## src/rtl/ewb_drain_if.sv

```systemverilog
// Bundle between the eviction write buffer, the memory arbiter and the physical memory burst port.
// The drain side uses the master modport; the buffer/arbiter/memory side uses slave.
interface ewb_drain_if #(
   parameter int width      = 256,
   parameter int beat_width = 64,
   parameter int addr_width = 32
);
   // Handshakes: a line moves when ewb_valid_i && ewb_yumi_o in the same cycle (yumi never
   // without valid); the memory port is owned while arb_req_o && arb_gnt_i; a beat moves
   // when pmem_write_o && pmem_resp_i, and wdata/address hold until that cycle.
   logic                  ewb_valid_i;
   logic [width-1:0]      ewb_data_i;
   logic [addr_width-1:0] ewb_addr_i;
   logic                  ewb_yumi_o;
   logic                  arb_req_o;
   logic                  arb_gnt_i;
   logic [addr_width-1:0] pmem_address_o;
   logic [beat_width-1:0] pmem_wdata_o;
   logic                  pmem_write_o;
   logic                  pmem_resp_i;

   modport master (
      input  ewb_valid_i, ewb_data_i, ewb_addr_i, arb_gnt_i, pmem_resp_i,
      output ewb_yumi_o, arb_req_o, pmem_address_o, pmem_wdata_o, pmem_write_o
   );

   modport slave (
      output ewb_valid_i, ewb_data_i, ewb_addr_i, arb_gnt_i, pmem_resp_i,
      input  ewb_yumi_o, arb_req_o, pmem_address_o, pmem_wdata_o, pmem_write_o
   );
endinterface

```

## src/rtl/ewb_drain.sv

```systemverilog
// Drains L2 victim lines from the eviction write buffer into physical memory as beat bursts.
// Define EWB_DRAIN_PERF_EN to build the lines_written/stall_cycles performance counters.
module ewb_drain #(
   parameter int width      = 256,
   parameter int beat_width = 64,
   parameter int addr_width = 32
) (
   input  logic        clk,
   input  logic        rst_n,
   ewb_drain_if.master bus,
   output logic        busy_o,
   output logic        done_o,
   output logic [31:0] lines_written_o,
   output logic [31:0] stall_cycles_o,
   output logic [1:0]  state_o
);

   localparam int beats = width / beat_width;
   localparam int cnt_w = (beats > 1) ? $clog2(beats) : 1;
   localparam int off_w = $clog2(width / 8);
   localparam logic [addr_width-1:0] addr_mask = {{(addr_width-off_w){1'b1}}, {off_w{1'b0}}};
   localparam logic [cnt_w-1:0] last_beat = cnt_w'(beats - 1);

   typedef enum logic [1:0] {
      IDLE  = 2'd0,
      BURST = 2'd1,
      DONE  = 2'd2
   } state_t;

   state_t                               state_r, state_nxt;
   logic [beats-1:0][beat_width-1:0]     line_r;
   logic [addr_width-1:0]                addr_r;
   logic [cnt_w-1:0]                     beat_cnt;
   logic                                 accept;
   logic                                 beat_ack;

   always_ff @(posedge clk or negedge rst_n) begin
      if (!rst_n) state_r <= IDLE;
      else        state_r <= state_nxt;
   end

   // rst_n gates the IDLE outputs so req/yumi are 0 while reset is held.
   always_comb begin
      state_nxt          = state_r;
      bus.ewb_yumi_o     = 1'b0;
      bus.arb_req_o      = 1'b0;
      bus.pmem_write_o   = 1'b0;
      bus.pmem_address_o = '0;
      bus.pmem_wdata_o   = '0;
      busy_o             = 1'b0;
      done_o             = 1'b0;
      accept             = 1'b0;
      beat_ack           = 1'b0;
      case (state_r)
         IDLE: begin
            bus.arb_req_o  = bus.ewb_valid_i & rst_n;
            accept         = bus.ewb_valid_i & bus.arb_gnt_i & rst_n;
            bus.ewb_yumi_o = accept;
            if (accept) state_nxt = BURST;
         end
         BURST: begin
            bus.arb_req_o      = 1'b1;
            bus.pmem_write_o   = 1'b1;
            busy_o             = 1'b1;
            bus.pmem_address_o = addr_r;
            bus.pmem_wdata_o   = line_r[beat_cnt];
            beat_ack           = bus.pmem_resp_i;
            if (beat_ack && (beat_cnt == last_beat)) state_nxt = DONE;
         end
         DONE: begin
            done_o    = 1'b1;
            busy_o    = 1'b1;
            state_nxt = IDLE;
         end
         default: state_nxt = IDLE;
      endcase
   end

   // The held line makes this block a one-entry extension of the eviction queue.
   always_ff @(posedge clk or negedge rst_n) begin
      if (!rst_n) begin
         line_r   <= '0;
         addr_r   <= '0;
         beat_cnt <= '0;
      end else if (accept) begin
         line_r   <= bus.ewb_data_i;
         addr_r   <= bus.ewb_addr_i & addr_mask;
         beat_cnt <= '0;
      end else if (beat_ack) begin
         beat_cnt <= beat_cnt + cnt_w'(1);
      end
   end

   assign state_o = state_r;

`ifdef EWB_DRAIN_PERF_EN
   always_ff @(posedge clk or negedge rst_n) begin
      if (!rst_n) begin
         lines_written_o <= '0;
         stall_cycles_o  <= '0;
      end else begin
         if (done_o && (lines_written_o != '1))
            lines_written_o <= lines_written_o + 32'd1;
         if ((state_r == BURST) && !bus.pmem_resp_i && (stall_cycles_o != '1))
            stall_cycles_o <= stall_cycles_o + 32'd1;
      end
   end
`else
   assign lines_written_o = '0;
   assign stall_cycles_o  = '0;
`endif

endmodule
```

## src/flat_wrapper.sv

```systemverilog
// flat-port wrapper written by rule: the top's interface ports become plain ports
module ewb_drain_flat 
#(
   parameter int width      = 256,
   parameter int beat_width = 64,
   parameter int addr_width = 32
)
  (clk, rst_n, busy_o, done_o, lines_written_o, stall_cycles_o, state_o, bus_ewb_valid_i, bus_ewb_data_i, bus_ewb_addr_i, bus_arb_gnt_i, bus_pmem_resp_i, bus_ewb_yumi_o, bus_arb_req_o, bus_pmem_address_o, bus_pmem_wdata_o, bus_pmem_write_o);
  ewb_drain_if #(.width(width), .beat_width(beat_width), .addr_width(addr_width)) bus_i ();
  input  logic clk;
  input  logic rst_n;
  output logic busy_o;
  output logic done_o;
  output logic [31:0] lines_written_o;
  output logic [31:0] stall_cycles_o;
  output logic [1:0] state_o;
  input wire logic [$bits(bus_i.ewb_valid_i)-1:0] bus_ewb_valid_i;
  input wire logic [$bits(bus_i.ewb_data_i)-1:0] bus_ewb_data_i;
  input wire logic [$bits(bus_i.ewb_addr_i)-1:0] bus_ewb_addr_i;
  input wire logic [$bits(bus_i.arb_gnt_i)-1:0] bus_arb_gnt_i;
  input wire logic [$bits(bus_i.pmem_resp_i)-1:0] bus_pmem_resp_i;
  output wire logic [$bits(bus_i.ewb_yumi_o)-1:0] bus_ewb_yumi_o;
  output wire logic [$bits(bus_i.arb_req_o)-1:0] bus_arb_req_o;
  output wire logic [$bits(bus_i.pmem_address_o)-1:0] bus_pmem_address_o;
  output wire logic [$bits(bus_i.pmem_wdata_o)-1:0] bus_pmem_wdata_o;
  output wire logic [$bits(bus_i.pmem_write_o)-1:0] bus_pmem_write_o;
  assign bus_i.ewb_valid_i = bus_ewb_valid_i;
  assign bus_i.ewb_data_i = bus_ewb_data_i;
  assign bus_i.ewb_addr_i = bus_ewb_addr_i;
  assign bus_i.arb_gnt_i = bus_arb_gnt_i;
  assign bus_i.pmem_resp_i = bus_pmem_resp_i;
  assign bus_ewb_yumi_o = bus_i.ewb_yumi_o;
  assign bus_arb_req_o = bus_i.arb_req_o;
  assign bus_pmem_address_o = bus_i.pmem_address_o;
  assign bus_pmem_wdata_o = bus_i.pmem_wdata_o;
  assign bus_pmem_write_o = bus_i.pmem_write_o;
  ewb_drain #(.width(width), .beat_width(beat_width), .addr_width(addr_width)) u_core (.clk(clk), .rst_n(rst_n), .bus(bus_i), .busy_o(busy_o), .done_o(done_o), .lines_written_o(lines_written_o), .stall_cycles_o(stall_cycles_o), .state_o(state_o));
endmodule
```

## config.mk

```make
export PLATFORM = sky130hd
export DESIGN_NAME = ewb_drain_flat
export DESIGN_NICKNAME = d
export VERILOG_FILES = /design/src/rtl/ewb_drain_if.sv /design/src/rtl/ewb_drain.sv /design/src/flat_wrapper.sv
export SDC_FILE = /design/constraint.sdc
export NUM_CORES = 1
export LEC_CHECK = 0
export CORE_ASPECT_RATIO = 1.4
export CORE_MARGIN = 5
export CORE_UTILIZATION = 46
export CTS_CLUSTER_DIAMETER = 40
export CTS_CLUSTER_SIZE = 12
export DETAILED_ROUTE_END_ITERATION = 12
export PLACE_DENSITY = 0.81
export SLEW_MARGIN = 0
export SYNTH_ARGS = -nofsm -noshare
export SYNTH_HDL_FRONTEND = slang
export SYNTH_SLANG_ARGS = --single-unit
```

## constraint.sdc

```tcl
create_clock -name clk -period 2.4 [get_ports clk]
set_clock_uncertainty 0.15 [all_clocks]
set_input_delay 0.48 -clock clk [delete_from_list [all_inputs] [get_ports clk]]
set_output_delay 0.48 -clock clk [all_outputs]
set_load 0.05 [all_outputs]
```

==> run metrics, run 1 <==
outcome complete, but fails checks; failing checks negative setup slack; Die Y-Extent about 210 um; row cnt between 70 and 80; area of the multi-input gates between 5000 and 6000 sq um; synthesized cell area 13,500 sq um; CTS tree built; family with the most delay on the worst path buffers and inverters; Worst setup EP type output port; IO Port Bufs between 300 and 400; Lkg Pwr roughly 10 nW; Post-Place Cells approximately 2,200; Yosys warning total 0; Seq cells post-synth 287; number of distinct library cells after synthesis 21; die area 32,900 sq um; Final period util 118%; Post-DP HPWL 29,200 um; Critical Path AT about 2.2 ns; share of cells above drive strength 1 20.9%; Residual DRC 0; Via Count 11,700; Max-slew headroom between 20 and 30%; CP max stage cell dfrtp_4; Clk pin slew, worst setup/hold paths roughly 0.060 ns; Final nets between 2,000 and 2,500; post-synth top area share a little over half; root buf cell clkbuf_16; CP Cell Sequence buf_12 > buf_12 > buf_16 > mux4_2 > and2_4 > buf_8; core area ~29,000 sq um; Synth area leader dfrtp_1; Worst Tran Pin Value approximately 1.1 ns; GP Congestion between 0.9 and 1; Slew Viols, Final 0; Power Density 1290 nW/um^2; latest clock arrival within the worst-skew pair around 0.52 ns; H-tree levels 2; sequential area share after synthesis approximately 53%; Worst VDD drop around 0.75 mV; Final WS setup -0.426 ns; Vias/cell roughly 5.1; synthesized instance count approximately 1,500; global-route wire length before repair 67,200 um; Hold Crit Class flop to flop; Avg Cell Area, Syn between 9 and 10 sq um; Crit Path Class flop to output port; largest cells by area after synthesis dfrtp_1, nand2_1, mux4_2, and2_1, buf_4; grt ovf 0; Max Root-Sink Buffers 3; TritonCTS buffer count 36; crit start category flop; P&R area growth vs syn 51.1%; final antenna-violating net count 0; Num Clock Sinks 287; initial antenna violation count 11; Min Hold Slack 0.316 ns; max cap viols 0; Final Setup Violations 84; die width between 150 and 200 um; CP peak stage delay slightly above 0.5 ns; Total Wirelength roughly 45,000 um; Tmin final 2.83 ns; Initial Utilization ~46%; number of I/O pins between 400 and 500; TritonRoute pass-1 iters 5; data required time of the worst path roughly 1.8 ns; Buf/Inv on CP 4; Global Route Usage Sum a little over a quarter; sequential cell area slightly above 7000 sq um; Achievable Freq approximately 350 MHz; pin count of the biggest net entering global routing about 150; Crit path top cell by count buf_12; crit-path max FO 5; RSZ-0062 raised after global routing yes; filler cell count roughly 2,000; Iter 0 DRT Violations 777; vias in the first global route approximately 12,000; Finished Layout Cells 2,299; final hold vios 0; WL/cell 19.4 um
state kept, by name (all words and copies together), names as in the netlist:
register,count
u_core.addr_r,27
u_core.line_r,256
u_core.state_o,2
u_core.beat_cnt,2
cells in the mapped netlist:
cell type / n
a21boi_0: 1
a21oi_1: 4
and2_1: 91
buf_2: 48
buf_4: 69
buf_6: 6
clkbuf_1: 32
conb_1: 1
dfrtp_1: 287
ha_1: 5
inv_1: 2
inv_2: 1
mux2_2: 1
mux4_2: 64
nand2_1: 851
nand3_1: 2
nand4_1: 1
nor2_1: 2
o21a_1: 1
o21ai_0: 1
xor2_1: 1
power by group:
part	leakage [nW]	internal, W	switching (W)	total [W]
combinational	5.90	0.00614	0.00624	0.0124
clock	0.556	0.00311	0.00213	0.00524
sequential	3.57	0.00724	0.00143	0.00867
layout by cell type (no fill, tap or decap), drive strengths merged:
cell / count
nand2: 851
dfrtp: 287
clkdlybuf4s50: 286
buf: 171
and2: 91
conb: 69
mux4: 64
clkbuf: 48
diode: 13
inv: 8
clkinv: 5
ha: 5
clkinvlp: 4
a21oi: 4
nand3: 2
nor2: 2
nand4: 1
a21boi: 1
o21ai: 1
o21a: 1
xor2: 1
mux2: 1
bufinv: 1
bufbuf: 1
dlygate4sd3: 1
per-layer routing:
layer  up-vias  global-route usage, %  share of wire, %
li1       5297                      -                 -
met1      5648                   29.5                34
met2       582                   46.0                52
met3       168                   5.19               6.7
met4         2                   16.5               7.3
met5         -                      0             0.029
stage by stage:
stage	TNS, ns	utilization, %	total power [W]	worst slack, ns	instance area [sq um]
2_1_floorplan	-0.0490	-	0.0150	-0.0490	13800
3_3_place_gp	0	61.4	0.0181	0.00979	17800
3_5_place_dp	-0.235	61.4	0.0186	-0.0316	17800
4_1_cts	-27.33	69.4	0.0260	-0.455	20200
5_1_grt	-26.49	70.1	0.0277	-0.469	20400
6_report	-22.05	70.1	0.0263	-0.426	20400
what timing repair did:
action / 4_1_cts / 5_1_grt
hold buffers: 1 / 0
gates cloned: 12 / 2
pin swaps: 43 / 47
setup endpoints to repair: 93 / 93
buffers inserted: 20 / 12
endpoints found under the hold margin: 54 / 0
resized for setup: 202 / 71
tightest hold or removal path, stage by stage (launching register included):
cell and delay, ns:
dfrtp_1 0.33, nand2_1 0.05, nand2_1 0.06
area by class of cell:
cell class	count	share of cell area (%)
Clock inverter	15	0.699
Tap cell	380	2.33
Antenna cell	13	0.160
Inverter	3	0.141
Sequential cell	287	35.3
Clock buffer	46	4.95
Multi-Input combinational cell	1094	28.9
Timing Repair Buffer	461	27.6
path summary, 6_finish.rpt:
kind | cells past startpoint | from | end | slack [ns]
max | 6 | u_core.beat_cnt[0] | bus_pmem_wdata_o[27] | -0.43
min | 2 | u_core.line_r[136] | u_core.line_r[136] | 0.32
max reg2reg | 10 | u_core.state_o[0] | u_core.line_r[81] | 0.24
min reg2reg | 2 | u_core.line_r[136] | u_core.line_r[136] | 0.32
max in group asynchronous | 3 | rst_n | u_core.beat_cnt[1] | 0.54
min in group asynchronous | 3 | rst_n | u_core.line_r[45] | 0.58
logic make-up after synthesis:
group,count (synthesis),synth area share (%)
AOI/OAI and AO/OA,7,0.297
xor gates and xnor gates,1,0.0649
adders and majority gates,5,0.464
buffers and inverters,158,7.09
DFF,287,53.2
muxes,65,10.8
other,1,0.0278
and+or+nand+nor,947,28.1
(Power assumes the default switching activity.)
==> run 2: changes to the inputs <==
- SLEW_MARGIN: 0 -> default
==> results of run 2 <==
No change in the layout: final DEF, timing and power equal those of run 1.
==> run 3: changes to the inputs <==
- CELL_PAD_IN_SITES_DETAIL_PLACEMENT: default -> 1
- CELL_PAD_IN_SITES_GLOBAL_PLACEMENT: default -> 1
- CORE_UTILIZATION: 46 -> 34
- CTS_CLUSTER_SIZE: 12 -> 20
- PLACE_DENSITY: 0.81 -> default
- PLACE_DENSITY_LB_ADDON: default -> 0.1
==> run 3 against run 2 <==
  * Setup slack improved by 0.020 ns
  * Total power increased by 1.6%
  * Critical path type unchanged
  * The flow still finishes with violations (negative setup slack)
  * Routed wire length up 4.5%
  * Largest cell class unchanged
  * First-iteration DRC count decreased by 32%
  * Die area increased by 33%
==> run metrics, run 3 (synthesis results as in run 1) <==
Die Y-Extent about 250 um; Lkg Pwr around 10 nW; most frequent cells in the layout nand2_1, clkdlybuf4s50_1, dfrtp_1, buf_12, conb_1; CTS tree built; worst setup path endpoint bus_pmem_wdata_o[36]; die width 178 um; outcome complete, but fails checks; share of cells above drive strength 1 between 20% and 30%; Comb pwr share a little over two fifths; P&R area growth vs syn 52.7%; crit-path max FO 21; FF-to-FF Start u_core.state_o[0]; TritonRoute pass-1 iters 4; Slew Viols, Final 0; Crit Path Class flop to output port; initial antenna violation count 8; family with the most delay on the worst path multiplexers; final antenna-violating net count 0; GP Congestion 0.763; switching share of total power 36.2%; Tmin final between 2 and 3 ns; Buf/Inv on CP 2; worst-case reg-to-reg path depth 10; Max Root-Sink Buffers 3; Worst VDD drop 0.926 mV; Final nets approximately 2,200; max reg flops 256; sequential share of power between 30 and 40%; Clock Power Share 24.4%; Core Util, Final 52.5%; max cap viols 0; global-route wire length before repair 71,500 um; row cnt 86; die area 43,800 sq um; Total Wirelength 46,600 um; Switch Pwr a little under 0.01 W; Initial Utilization between 30% and 40%; number of I/O pins between 400 and 500; Via Count 11,200; Clk pin slew, worst setup/hold paths about 0.060 ns; vias in the first global route between 10,000 and 15,000; grt ovf 0; Hold Crit Class flop to flop; latest clock arrival within the worst-skew pair roughly 0.52 ns; root buf cell clkbuf_16; Final WS setup -0.407 ns; IO Port Bufs just under 400; data required time of the worst path around 1.8 ns; failing checks negative setup slack; Power Density approximately 1300 nW/um^2; WL/cell between 15 and 20 um; Max-slew headroom ~29%; commonest non-fill, non-tap cell in the layout nand2_1; TritonCTS buffer count 40; Final period util 117%; final setup TNS -24.88 ns; crit start category flop; CP Depth 4; Top reg by flops u_core.line_r; CP max stage cell mux4_2; CP peak stage delay approximately 0.53 ns; Final Setup Violations 91; reg2reg end u_core.line_r[234]; pin count of the biggest net entering global routing 129; Critical Path AT between 2 and 2.5 ns; RSZ-0062 raised after global routing yes; Achievable Freq 356 MHz; Num Clock Sinks about 290; CP Cell Sequence buf_16 > mux4_2 > and2_2 > buf_6; total power draw around 0.027 W; R2R Setup Slk approximately 0.30 ns; biggest regs u_core.line_r: 256 flops, u_core.addr_r: 27 flops; Min Hold Slack 0.318 ns; H-tree levels 2; Critical path origin u_core.beat_cnt[0]; Worst Tran Pin Value roughly 1.1 ns; core area around 39,000 sq um; Post-DP HPWL between 30,000 and 40,000 um; Worst setup EP type output port; Global Route Usage Sum 21.0%; Iter 0 DRT Violations about 530; Residual DRC 0; Placement Setup Slack 0.0854 ns; final hold vios 0; internal power ~0.017 W; Vias/cell between 4 and 5
run 3: cell types whose count changed in the layout (fill, tap and decap cells not counted), sizes merged, moves of 2 or more:
| cell | before | now |
|---|---|---|
| buf | 171 | 155 |
| bufinv | 1 | 8 |
| diode | 13 | 6 |
| clkinvlp | 4 | 8 |
| clkinv | 5 | 7 |
| dlygate4sd2 | 0 | 2 |
run 3: power by group through the flow:
stage	clock, W	combinational (W)	sequential (W)
floorplan	0	0.00690	0.00814
global placement	0	0.0101	0.00843
detailed placement	0	0.0103	0.00859
CTS	0.00669	0.0116	0.00856
global route	0.00691	0.0126	0.00883
finish	0.00653	0.0116	0.00856
run 3: layout make-up:
class	count	area (sq um)
multi-input combinational	1094	5870
tap	528	661
clock buffer	46	1070
timing repair buffer	448	5370
antenna	6	15.0
inverter	3	26.3
clock inverter	28	402
fill	4373	18700
sequential	287	7190
run 3: timing repair:
| item | in CTS | in global routing |
|---|---|---|
| hold buffers | 2 | 0 |
| pin swaps | 14 | 22 |
| gates cloned | 7 | 2 |
| resized for setup | 124 | 23 |
| setup endpoints to repair | 95 | 93 |
| hold endpoints to repair | 36 | 0 |
| setup buffers | 14 | 7 |
run 3: worst min-delay path by stage:
stage	startpoint	endpoint	slack (ns)	depth (start not counted)
after floorplan	rst_n	u_core.addr_r[10]	0.03	0
after global placement	rst_n	u_core.line_r[176]	0.16	1
after detailed placement	rst_n	u_core.line_r[240]	0.16	1
after CTS	bus_ewb_data_i[253]	u_core.line_r[253]	0.30	3
after global routing	bus_ewb_data_i[62]	u_core.line_r[62]	0.31	3
final	u_core.line_r[208]	u_core.line_r[208]	0.32	2
run 3: through the flow:
step                      cell area, sq um  cells
after floorplan                      13800   1539
after global placement               18300   2331
after detailed placement             18300   2331
after CTS                            20500   2428
after global routing                 20600   2439
final                                20600   2440
run 3: metal layers:
metal  track usage, %  wire, um  vias to the layer above
met4             6.51      1260                        4
met2             37.7     24700                      321
met3             5.32      3220                       76
li1                 -         -                     5270
met5                0        25                        -
met1             24.4     17400                     5537
run 3: worst register-to-register path, stage by stage, from the launching register on:
cell and delay (ns):
dfrtp_2 0.44, buf_6 0.14, inv_4 0.05, ha_4 0.13
nand4_1 0.14, buf_6 0.18, inv_12 0.06, buf_4 0.18
buf_12 0.32, nand2_1 0.19, nand2_1 0.08
